## src/rtl/song_sequencer.sv

```systemverilog
// song_sequencer: walks the song ROM entry by entry, hands each note to the note player and handles pause, skip and loop
module song_sequencer #(
  parameter int SONG_W  = 2,
  parameter int NOTE_AW = 5,
  parameter int ROM_LAT = 1
) (
  input  logic                      clk,
  input  logic                      reset,
  input  logic                      play,
  input  logic                      next_song,
  input  logic                      loop,
  input  logic                      note_done,
  input  logic [11:0]               rom_dout,
  output logic [SONG_W+NOTE_AW-1:0] rom_addr,
  output logic [5:0]                note,
  output logic [5:0]                duration,
  output logic                      new_note,
  output logic                      song_done,
  output logic                      busy,
  output logic [SONG_W-1:0]         cur_song
);
  localparam int CW = $clog2(ROM_LAT + 1);
  localparam logic [CW-1:0] LAST = CW'(ROM_LAT - 1);
  typedef enum logic [2:0] {IDLE, FETCH, CHECK, PLAY, WAIT, ADVANCE, END} state_t;
  state_t state;
  logic [SONG_W-1:0] song_idx;
  logic [NOTE_AW-1:0] note_idx;
  logic [CW-1:0] cnt;
  logic done_pend;
  assign rom_addr = {song_idx, note_idx};
  assign cur_song = song_idx;
  assign busy = (state != IDLE);
  // sequencing FSM; a skip request overrides whatever the current state would do
  always_ff @(posedge clk) begin
    if (!reset) begin
      state <= IDLE;
      song_idx <= '0;
      note_idx <= '0;
      note <= '0;
      duration <= '0;
      new_note <= 1'b0;
      song_done <= 1'b0;
      done_pend <= 1'b0;
      cnt <= '0;
    end else begin
      new_note <= 1'b0;
      song_done <= 1'b0;
      if (next_song && state != IDLE) begin
        song_idx <= song_idx + 1'b1;
        note_idx <= '0;
        done_pend <= 1'b0;
        cnt <= '0;
        state <= FETCH;
      end else begin
        case (state)
          IDLE: begin
            if (next_song) song_idx <= song_idx + 1'b1;
            if (play) begin
              note_idx <= '0;
              cnt <= '0;
              state <= FETCH;
            end
          end
          FETCH: begin
            if (play || cnt != '0) begin
              if (cnt == LAST) begin
                cnt <= '0;
                state <= CHECK;
              end else begin
                cnt <= cnt + 1'b1;
              end
            end
          end
          CHECK: begin
            if (rom_dout[5:0] == 6'd0) begin
              song_done <= 1'b1;
              state <= END;
            end else begin
              note <= rom_dout[11:6];
              duration <= rom_dout[5:0];
              new_note <= 1'b1;
              state <= PLAY;
            end
          end
          PLAY: state <= WAIT;
          WAIT: begin
            if (done_pend && play) begin
              done_pend <= 1'b0;
              state <= ADVANCE;
            end else if (note_done) begin
              done_pend <= 1'b1;
            end
          end
          ADVANCE: begin
            if (&note_idx) begin
              song_done <= 1'b1;
              state <= END;
            end else begin
              note_idx <= note_idx + 1'b1;
              state <= FETCH;
            end
          end
          END: begin
            note_idx <= '0;
            state <= loop ? FETCH : IDLE;
          end
          default: state <= IDLE;
        endcase
      end
    end
  end
endmodule

```

## config.mk

```make
export PLATFORM = sky130hd
export DESIGN_NAME = song_sequencer
export DESIGN_NICKNAME = d
export VERILOG_FILES = /design/src/rtl/song_sequencer.sv
export SDC_FILE = /design/constraint.sdc
export NUM_CORES = 1
export LEC_CHECK = 0
export CORE_MARGIN = 1.5
export CORE_UTILIZATION = 44
export CTS_CLUSTER_SIZE = 24
export DETAILED_ROUTE_END_ITERATION = 8
export PLACE_DENSITY_LB_ADDON = 0.12
export SYNTH_ARGS = -nofsm -noshare
export SYNTH_HDL_FRONTEND = slang
export SYNTH_SLANG_ARGS = --single-unit
```

## constraint.sdc

```tcl
create_clock -name clk -period 2.55 [get_ports clk]
set_input_delay 0.3825 -clock clk [delete_from_list [all_inputs] [get_ports clk]]
set_output_delay 0.3825 -clock clk [all_outputs]
set_load 0.02 [all_outputs]
```

# Word-level counts from Yosys, hierarchy flattened
# Index checks and enable logic that the tools add are counted.
# Widths: inputs -> output; s select.
[word_totals]
reg_bits = 26
latch_bits = 0
ramBits = 0
rom_bits = 0
inputBits = 18
word_cells = 78
n_memories = 0
[classes]
add_sub_neg = 3
mul = 0
n_div = 0
magnitude_cmp = 0
eq_ne = 15
shift = 0
mux = 25
bitwise = 4
reduce_logical = 21
[op_table]
columns = ["op", "count"]
rows = [
  ["$pmux 3 s7", 1],
  ["$mux 3", 6],
  ["$pmux 5 s3", 1],
  ["$ne 3x3->1 const B", 4],
  ["$mux 1", 10],
  ["$mux 5", 2],
  ["$ne 2x2->1 const B", 5],
  ["$eq 3x3->1 const B", 3],
  ["$reduce_and 3->1", 3],
  ["$reduce_and 4->1", 2],
  ["$reduce_bool 2->1", 4],
  ["$eq 3x2->1 const B", 2],
  ["$logic_not 6->1", 1],
  ["$mux 2", 3],
  ["$reduce_bool 3->1", 2],
  ["$add 5x1->5 const B", 1],
  ["$reduce_and 5->1", 1],
  ["$not 1->1", 4],
  ["$pmux 1 s2", 2],
  ["$reduce_and 2->1", 2],
  ["$eq 3x1->1 const B", 1],
  ["$logic_not 3->1", 1],
  ["$reduce_or 3->1", 1],
  ["$add 2x1->2 const B", 1],
  ["4 further kinds", 5],
]

# Depth between registers and ports, before layout
# Gate-level depths: netlist of run 1.
[depth]
word_depth = 4
mapped_depth = 7
depth_no_buf = 7

# Worst setup path after synthesis of run 1
# OpenSTA, ideal clock, no wires.
[synth_path]
path_kind = "reg2reg"
start = "register note_idx[0]"
end = "register note_idx[2]"
setup_time_ns = 0.072
arrival_time_ns = 1.926
setup_slack_ns = 0.552
path_stages_with_launch = 8
n_path_buf = 0
period_less_slack_ns = 1.998
path_cell_list = "dfxtp_1 ha_1 and3_1 ha_1 and4bb_2 a311oi_2 o21ai_1 a21oi_1"
[synth_between]
elab_chain_len = 3
elab_cells_between_ends = 6
cone_classes = "1 x add/sub; 1 x eq/ne; 2 x mux; 2 x reduce/logical"
[synth_rtl]
columns = ["element", "line", "text"]
rows = [
  ["from (decl)", "27", "logic [NOTE_AW-1:0] note_idx;"],
  ["from (signal assigned)", "99", "note_idx <= note_idx + 1'b1;"],
  ["$add 5x1->5 or $reduce_and 5->1 (tied branches)", "99, 95", ""],
  ["$mux 5 or $ne 2x2->1 (tied branches)", "--", ""],
  ["$pmux 5 s3 or $reduce_and 3->1 (tied branches)", "--", ""],
]
# Parallel ways exist; a longest one is shown, timed or not. The select of a mux whose other input is x is not followed.
# A chain may end at the register's enable or synchronous reset.

# Worst setup path after layout of run 1
[layout_path]
start = "register state[1]"
end = "output busy"
[layout_between]
elab_chain_len = 1
[layout_rtl]
columns = ["element", "line", "text"]
rows = [
  ["from (decl)", "25", "state_t state;"],
  ["from (signal assigned)", "105", "state <= loop ? FETCH : IDLE;"],
  ["$reduce_bool 3->1", "32", "assign busy = (state != IDLE);"],
  ["to (decl)", "19", "output logic busy,"],
]
# Every way passes these cells.

==> impl_metrics.env, run 1 <==
export IMPL_slew_headroom=0.503
export IMPL_synth_area_leader_cell="dfxtp_1"
export IMPL_drv_slew=0
export IMPL_place_gp_congestion=0.774
export IMPL_vias=1030
export IMPL_hpwl_um=1880
export IMPL_ys_ff_latch=25
export IMPL_final_common_cell="clkdlybuf4s50_1"
export IMPL_cts_resized=0
export IMPL_grt_max_degree=18
export IMPL_start_kind="register"
export IMPL_cap_violations=0
export IMPL_antenna_found_initial=0
export IMPL_cts_sinks=25
export IMPL_cp_required_ns=2.17
export IMPL_htreeDepth=1
export IMPL_ant_nets=0
export IMPL_cts_root_buf="clkbuf_4"
export IMPL_synth_area_um2=1210
export IMPL_path_cells="buf_4 > or3_1 > clkdlybuf4s50_1"
export IMPL_min_period_ns=2.20
export IMPL_tns_ns=0
export IMPL_layout_common_cells="clkdlybuf4s50_1 (41), dfxtp_1 (25), nor2b_1 (13), mux2i_1 (13), nor2_1 (9)"
export IMPL_wl_um=2590
export IMPL_worstSetupPathType="register to output pin"
export IMPL_postCtsHoldBufs=0
export IMPL_grt_use_total=0.176
export IMPL_core_rowCount=18
export IMPL_pre_cts_ws_ns=0.245
export IMPL_grt_pass1_vias=939
export IMPL_ys_seq_area_frac=0.415
export IMPL_synthTopCellsByArea="dfxtp_1 (41%), mux2i_1 (11%), nor2b_1 (6.7%)"
export IMPL_drive_above_1_share=0.0667
export IMPL_setup_viol=0
export IMPL_grt_ovfl_total=0
export IMPL_avgRoutedWirePerCell_um=13.3
export IMPL_end_kind="output pin"
export IMPL_post_cts_buffers=0
export IMPL_nets=186
export IMPL_ioPinCount=42
export IMPL_antennaDiodeCount=0
export IMPL_avgSynthCellArea_um2=9.57
export IMPL_placedCellCount=191
export IMPL_portBuffers=41
export IMPL_syn_to_final_growth_pct=35.4
export IMPL_crit_fanout=12
export IMPL_clk_pin_slew_ns=0.13
export IMPL_layoutNonFillerInstCount=195
export IMPL_synth_fp_nets=146
export IMPL_hp_class="register to register"
export IMPL_regArea_um2=500
export IMPL_period_share=0.861
export IMPL_yosys_warnings=0
export IMPL_vias_per_cell=5.28
export IMPL_numCtsBuffers=3
export IMPL_dr_pass1_iters=4
export IMPL_outcome="completed"
export IMPL_synth_cells=126
export IMPL_layout_setup_ws_ns=0.355
export IMPL_cp_arrival_ns=1.81
export IMPL_timing_fmax_mhz=455
export IMPL_cts_tree="built"
export IMPL_cp_slowest_cell="clkdlybuf4s50_1"
export IMPL_hold_violations=0
export IMPL_finClkSkew_ns=0.00236
export IMPL_peakVddDrop_v=0.000333
export IMPL_cts_buffer_depth=2
export IMPL_synth_top_area_share=0.415
export IMPL_power_leakage_nw=0.553
export IMPL_initial_core_util=0.474
export IMPL_multiInputGateArea_um2=621
export IMPL_die_area_um2=3060
export IMPL_rsz0062_at_grt="no"
export IMPL_fp_coreArea_um2=2540
export IMPL_whs_ns=0.495
export IMPL_die_w_um=55.4
export IMPL_pwr_density_cell_nw_per_um2=474
export IMPL_grt_first_pass_wirelength_um=4370
export IMPL_final_fill_count=210
export IMPL_crit_path_max_incr_delay_ns=0.56
export IMPL_insertion_delay_ns=0.31
export IMPL_drc=0
export IMPL_die_y_um=55.4
export IMPL_tightest_slew_ns=0.745
export IMPL_initialDrtViolationCount=25
export IMPL_ys_types=36
cell families (layout without fill, tap and decap cells):
kind of cell               Yosys count  after routing  synth area share
and+or+nand+nor                     51             51             0.246
DFF                                 25             25             0.415
AOI/OAI and AO/OA                   20             20             0.118
muxes                               13             13             0.108
buffers and inverters               12             51            0.0705
xor gates and xnor gates             3              3            0.0218
adders and majority gates            2              2            0.0207
metrics by stage:
stage | total power, mW | cell area, um2 | utilization
after floorplan | 0.538 | 1210 | -
after global placement | 0.604 | 1610 | 0.631
after detailed placement | 0.607 | 1610 | 0.631
after CTS | 0.780 | 1630 | 0.642
after global routing | 0.815 | 1630 | 0.642
final | 0.774 | 1630 | 0.642
registers in the layout (all words and copies together), names as in the netlist:
name	count
duration	6
note	6
note_idx	5
state	3
cur_song	2
done_pend	1
new_note	1
song_done	1
power by group:
| part | internal (mW) | switching (mW) | leakage (nW) |
|---|---|---|---|
| clock network | 0.0610 | 0.115 | 0.0150 |
| logic | 0.0898 | 0.0841 | 0.335 |
| registers | 0.404 | 0.0200 | 0.202 |
| total | 0.555 | 0.219 | 0.553 |
area by class of cell:
| cell class | count | area share |
|---|---|---|
| Clock buffer | 4 | 0.0161 |
| Inverter | 2 | 0.00460 |
| Multi-Input combinational cell | 89 | 0.380 |
| Sequential cell | 25 | 0.307 |
| Tap cell | 30 | 0.0230 |
| Timing Repair Buffer | 45 | 0.270 |
routing by layer:
layer | wire [um] | up-vias | share of wire | track usage
met1 | 1240 | 466 | 0.48 | 0.228
met5 | 0 | - | 0 | 0
met2 | 1180 | 35 | 0.46 | 0.277
met4 | 39 | 0 | 0.015 | 0.0732
met3 | 130 | 4 | 0.050 | 0.0445
li1 | - | 525 | - | -
worst max-delay path: cells and delay by family (launching register included):
family,cells,cell delay [ns]
DFF,1,0.39
and+or+nand+nor,1,0.35
buffers and inverters,2,0.76
path summary, 6_finish.rpt:
check,start,endpoint,slack (ns),cells after the start
min,done_pend,done_pend,0.50,1
min reg2reg,done_pend,done_pend,0.50,1
max reg2reg,note_idx[0],note_idx[3],0.42,7
max,state[1],busy,0.35,3
Yosys cell counts:
cell type and number:
a211oi_1 2, a21oi_1 6, a221oi_1 1, a22oi_1 2, a311oi_1 1, a311oi_2 1, a41oi_1 1, and2_1 4
and3_1 2, and4bb_2 1, buf_12 1, buf_2 1, buf_4 2, buf_6 2, clkbuf_1 4, dfxtp_1 25
ha_1 2, inv_1 2, mux2i_1 13, nand2_1 5, nand3_1 4, nor2_1 9, nor2b_1 13, nor3_1 5
nor3b_1 1, nor4b_1 3, o211ai_1 1, o21ai_1 2, o22ai_1 1, o2bb2ai_1 1, o31a_1 1, or3_1 2
or4_4 1, or4b_2 1, xnor2_1 2, xor2_1 1
Power figures use the tool's default switching activity.
==> run 2, diff against run 1 <==
--- a/config.mk
+++ b/config.mk
@@ -5,10 +5,11 @@
 export SDC_FILE = /design/constraint.sdc
 export NUM_CORES = 1
 export LEC_CHECK = 0
-export CORE_MARGIN = 1.5
+export CORE_MARGIN = 10
 export CORE_UTILIZATION = 44
 export CTS_CLUSTER_SIZE = 24
 export DETAILED_ROUTE_END_ITERATION = 8
+export GPL_TIMING_DRIVEN = 1
 export PLACE_DENSITY_LB_ADDON = 0.12
 export SYNTH_ARGS = -nofsm -noshare
 export SYNTH_HDL_FRONTEND = slang
==> constraint.sdc (replaced) <==
create_clock -name clk -period 2.55 [get_ports clk]
set_input_delay 0.3825 -clock clk [delete_from_list [all_inputs] [get_ports clk]]
set_output_delay 0.3825 -clock clk [all_outputs]
set_load 0.01 [all_outputs]
==> impl_metrics.env, run 2 (synthesis results as in run 1) <==
export IMPL_path_cells="ha_1 > and3_1 > ha_1 > and4bb_2 > a311oi_2 > o21ai_1 > a21oi_1"
export IMPL_dr_pass1_iters=4
export IMPL_layout_common_cells="clkdlybuf4s50_1 (41), dfxtp_1 (25), nor2b_1 (13), mux2i_1 (13), nor2_1 (9)"
export IMPL_setup_viol=0
export IMPL_place_gp_congestion=0.761
export IMPL_crit_path_max_incr_delay_ns=0.43
export IMPL_crit_fanout=5
export IMPL_antennaDiodeCount=0
export IMPL_pre_cts_ws_ns=0.246
export IMPL_cp_common_cell="ha_1"
export IMPL_slew_headroom=0.486
export IMPL_htreeDepth=1
export IMPL_end_kind="register"
export IMPL_drc=0
export IMPL_wl_um=2840
export IMPL_layoutNonFillerInstCount=195
export IMPL_min_period_ns=2.14
export IMPL_vias=1011
export IMPL_worstSetupPathType="register to register"
export IMPL_pwr_density_cell_nw_per_um2=461
export IMPL_portBuffers=41
export IMPL_postCtsHoldBufs=0
export IMPL_internal_power_mw=0.555
export IMPL_clk_pin_slew_ns=0.13
export IMPL_fin_total_pwr_mw=0.754
export IMPL_post_cts_buffers=0
export IMPL_hpwl_um=2160
export IMPL_drv_slew=0
export IMPL_initial_core_util=0.474
export IMPL_insertion_delay_ns=0.30
export IMPL_tns_ns=0
export IMPL_top_regs="duration x6, note x6, note_idx x5"
export IMPL_pwr_share_comb=0.216
export IMPL_layout_setup_ws_ns=0.412
export IMPL_finClkSkew_ns=0.00324
export IMPL_die_w_um=72.4
export IMPL_drive_above_1_share=0.0667
export IMPL_power_leakage_nw=0.553
export IMPL_peakVddDrop_v=0.000378
export IMPL_numCtsBuffers=3
export IMPL_cap_violations=0
export IMPL_seq_power_share=0.560
export IMPL_ioPinCount=42
export IMPL_core_rowCount=18
export IMPL_die_area_um2=5240
export IMPL_cp_arrival_ns=2.38
export IMPL_die_y_um=72.4
export IMPL_initialDrtViolationCount=56
export IMPL_ant_nets=0
export IMPL_period_share=0.838
export IMPL_net_switching_power_mw=0.199
export IMPL_placedCellCount=191
export IMPL_cp_slowest_cell="dfxtp_1"
export IMPL_hold_violations=0
export IMPL_p_clk_frac=0.224
export IMPL_p_sw_frac=0.264
export IMPL_grt_max_degree=18
export IMPL_outcome="completed"
export IMPL_start_kind="register"
export IMPL_cts_buffer_depth=2
export IMPL_cp_required_ns=2.79
export IMPL_antenna_found_initial=0
export IMPL_cts_resized=0
export IMPL_cts_root_buf="clkbuf_4"
export IMPL_cts_sinks=25
export IMPL_grt_pass1_vias=1004
export IMPL_hp_class="register to register"
export IMPL_syn_to_final_growth_pct=35.4
export IMPL_final_util=0.642
export IMPL_fp_coreArea_um2=2540
export IMPL_rsz0062_at_grt="no"
export IMPL_grt_ovfl_total=0
export IMPL_nets=186
export IMPL_grt_first_pass_wirelength_um=4800
export IMPL_avgRoutedWirePerCell_um=14.6
export IMPL_timing_fmax_mhz=468
export IMPL_final_common_cell="clkdlybuf4s50_1"
export IMPL_cts_tree="built"
export IMPL_grt_use_total=0.108
export IMPL_tightest_slew_ns=0.771
export IMPL_vias_per_cell=5.18
-- run 2: final cells by class --
| type | count | area [um2] |
|---|---|---|
| Clock buffer | 4 | 26.3 |
| Fill cell | 226 | 912 |
| Inverter | 2 | 7.51 |
| Multi-Input combinational cell | 89 | 621 |
| Sequential cell | 25 | 500 |
| Tap cell | 30 | 37.5 |
| Timing Repair Buffer | 45 | 440 |
-- run 2: stage by stage --
stage               hold WS [ns]  instance area (um2)
floorplan                  0.450                 1210
global placement           0.463                 1610
detailed placement         0.480                 1610
CTS                        0.501                 1630
global route               0.538                 1630
finish                     0.499                 1630
-- run 2: power by group through the flow --
stage | clock, mW | combinational [mW] | sequential [mW]
after detailed placement | 0 | 0.164 | 0.431
after global routing | 0.199 | 0.178 | 0.425
after CTS | 0.177 | 0.165 | 0.422
after global placement | 0 | 0.163 | 0.430
after floorplan | 0 | 0.101 | 0.426
final | 0.169 | 0.163 | 0.422
-- run 2: critical path: cells and delay by family (launching register included) --
kind,cells,cell delay (ns)
adder cells (fa/ha/maj),2,0.46
AND/OR/NAND/NOR,2,0.50
flip-flops,1,0.43
AO/OA/AOI/OAI,3,0.70
-- run 2: path summary, 6_finish.rpt --
check | start | to | slack, ns | depth (start not counted)
worst max-delay path | note_idx[0] | note_idx[2] | 0.41 | 7
worst min-delay path | done_pend | done_pend | 0.50 | 1
worst max register to register | note_idx[0] | note_idx[2] | 0.41 | 7
worst min register to register | done_pend | done_pend | 0.50 | 1
-- run 2: metal layers --
metal	wire, um	up-vias	track usage	share of wire
met5	0	-	0	0
met4	13	0	0.0194	0.0046
met3	266	2	0.0463	0.094
met2	1280	25	0.177	0.45
met1	1280	461	0.128	0.45
li1	-	523	-	-
==> run 3, diff against run 2 <==
--- a/config.mk
+++ b/config.mk
@@ -6,7 +6,7 @@
 export NUM_CORES = 1
 export LEC_CHECK = 0
 export CORE_MARGIN = 10
-export CORE_UTILIZATION = 44
+export CORE_UTILIZATION = 40
 export CTS_CLUSTER_SIZE = 24
 export DETAILED_ROUTE_END_ITERATION = 8
 export GPL_TIMING_DRIVEN = 1
==> constraint.sdc (replaced) <==
create_clock -name clk -period 1.8 [get_ports clk]
set_input_delay 0.27 -clock clk [delete_from_list [all_inputs] [get_ports clk]]
set_output_delay 0.27 -clock clk [all_outputs]
set_load 0.01 [all_outputs]
==> impl_metrics.env, run 3 (synthesis results as in run 1) <==
export IMPL_tightest_slew_ns=0.484
export IMPL_cp_arrival_ns=1.99
export IMPL_slew_headroom=0.673
export IMPL_path_cells="ha_4 > and3_1 > ha_2 > and4bb_2 > buf_4 > a41oi_1 > nor3_1"
export IMPL_start_kind="register"
export IMPL_pre_cts_ws_ns=-0.263
export IMPL_grt_busiest_layer="met2"
export IMPL_cts_root_buf="clkbuf_4"
export IMPL_crit_path_max_incr_delay_ns=0.36
export IMPL_syn_to_final_growth_pct=46.6
export IMPL_numCtsBuffers=3
export IMPL_portBuffers=41
export IMPL_hp_class="register to register"
export IMPL_outcome="completed"
export IMPL_cts_buffer_depth=2
export IMPL_pwr_density_cell_nw_per_um2=639
export IMPL_core_rowCount=19
export IMPL_layout_setup_ws_ns=0.0678
export IMPL_wl_um=3090
export IMPL_finClkSkew_ns=0.00962
export IMPL_grt_ovfl_total=0
export IMPL_dr_pass1_iters=6
export IMPL_setup_viol=0
export IMPL_antenna_found_initial=0
export IMPL_grt_max_degree=18
export IMPL_whs_ns=0.509
export IMPL_die_y_um=74.9
export IMPL_ant_nets=0
export IMPL_cp_required_ns=2.06
export IMPL_min_period_ns=1.73
export IMPL_hold_violations=0
export IMPL_final_fill_count=259
export IMPL_grt_first_pass_wirelength_um=4930
export IMPL_end_kind="register"
export IMPL_insertion_delay_ns=0.33
export IMPL_postCtsHoldBufs=0
export IMPL_grt_pass1_vias=1010
export IMPL_drv_slew=0
export IMPL_fp_coreArea_um2=2830
export IMPL_cts_sinks=25
export IMPL_vias=1104
export IMPL_cap_violations=0
export IMPL_die_area_um2=5610
export IMPL_drc=0
export IMPL_final_common_cell="clkdlybuf4s50_1"
export IMPL_top_regs="duration x6, note x6, note_idx x5"
export IMPL_antennaDiodeCount=0
export IMPL_place_gp_congestion=0.765
export IMPL_drive_above_1_share=0.158
export IMPL_peakVddDrop_v=0.000427
export IMPL_worstSetupPathType="register to register"
export IMPL_rsz0062_at_grt="no"
export IMPL_period_share=0.962
export IMPL_initialDrtViolationCount=70
export IMPL_met2_usage=0.170
export IMPL_cts_tree="built"
export IMPL_htreeDepth=1
export IMPL_placed_cell_area_um2=1720
export IMPL_met3_usage=0.0381
export IMPL_timing_fmax_mhz=577
export IMPL_clk_pin_slew_ns=0.14
export IMPL_die_w_um=74.9
export IMPL_initial_core_util=0.426
export IMPL_hpwl_um=2390
export IMPL_layout_common_cells="clkdlybuf4s50_1 (40), dfxtp_1 (23), buf_4 (15)"
export IMPL_cp_slowest_cell="dfxtp_2"
export IMPL_crit_fanout=4
export IMPL_avgRoutedWirePerCell_um=14.9
export IMPL_power_leakage_nw=0.614
export IMPL_gr_usage_met1=0.137
export IMPL_ioPinCount=42
export IMPL_grt_use_total=0.110
export IMPL_finalInstanceArea_um2=1770
export IMPL_vias_per_cell=5.31
export IMPL_nets=198
-- run 3: worst paths after layout --
path          startpoint           to  slack (ns)  cells after the start
min            done_pend    done_pend        0.51                      1
max          note_idx[0]  note_idx[3]        0.07                      7
min reg2reg    done_pend    done_pend        0.51                      1
max reg2reg  note_idx[0]  note_idx[3]        0.07                      7
-- run 3: layout make-up --
type	instances	area [um2]	area share
multi-input combinational	89	647	0.366
tap	31	38.8	0.0219
timing repair buffer	57	542	0.306
clock buffer	3	22.5	0.0127
sequential	25	503	0.285
inverter	2	7.51	0.00425
clock inverter	1	7.51	0.00425
-- run 3: timing repair --
item,4_1_cts,5_1_grt
setup buffers,1,0
pin swaps,3,2
gates resized for setup,4,0
endpoints found under the setup margin,3,4
-- run 3: metal layers --
layer | share of wire | vias to the layer above
met4 | 0.0045 | 0
li1 | - | 555
met2 | 0.45 | 34
met3 | 0.079 | 2
met5 | 0 | -
met1 | 0.47 | 513
-- run 3: power breakdown --
part | internal [mW] | switching, mW | total (mW)
clock network | 0.0851 | 0.185 | 0.270
registers | 0.573 | 0.0144 | 0.587
logic | 0.144 | 0.127 | 0.272
-- run 3: per-stage QoR --
stage | total power [mW] | util | std cells | TNS [ns]
2_1_floorplan | 0.753 | - | 126 | 0
3_3_place_gp | 0.870 | 0.607 | 203 | -2.86
3_5_place_dp | 0.873 | 0.607 | 203 | -3.10
4_1_cts | 1.14 | 0.625 | 208 | 0
5_1_grt | 1.19 | 0.625 | 208 | 0
6_report | 1.13 | 0.625 | 208 | 0
-- run 3: critical path: cells and delay by family, from the launching register on --
family / cells / cell delay (ns)
adders and majority gates: 2 / 0.34
buffers and inverters: 1 / 0.14
and+or+nand+nor: 3 / 0.69
AOI/OAI and AO/OA: 1 / 0.13
DFF: 1 / 0.36
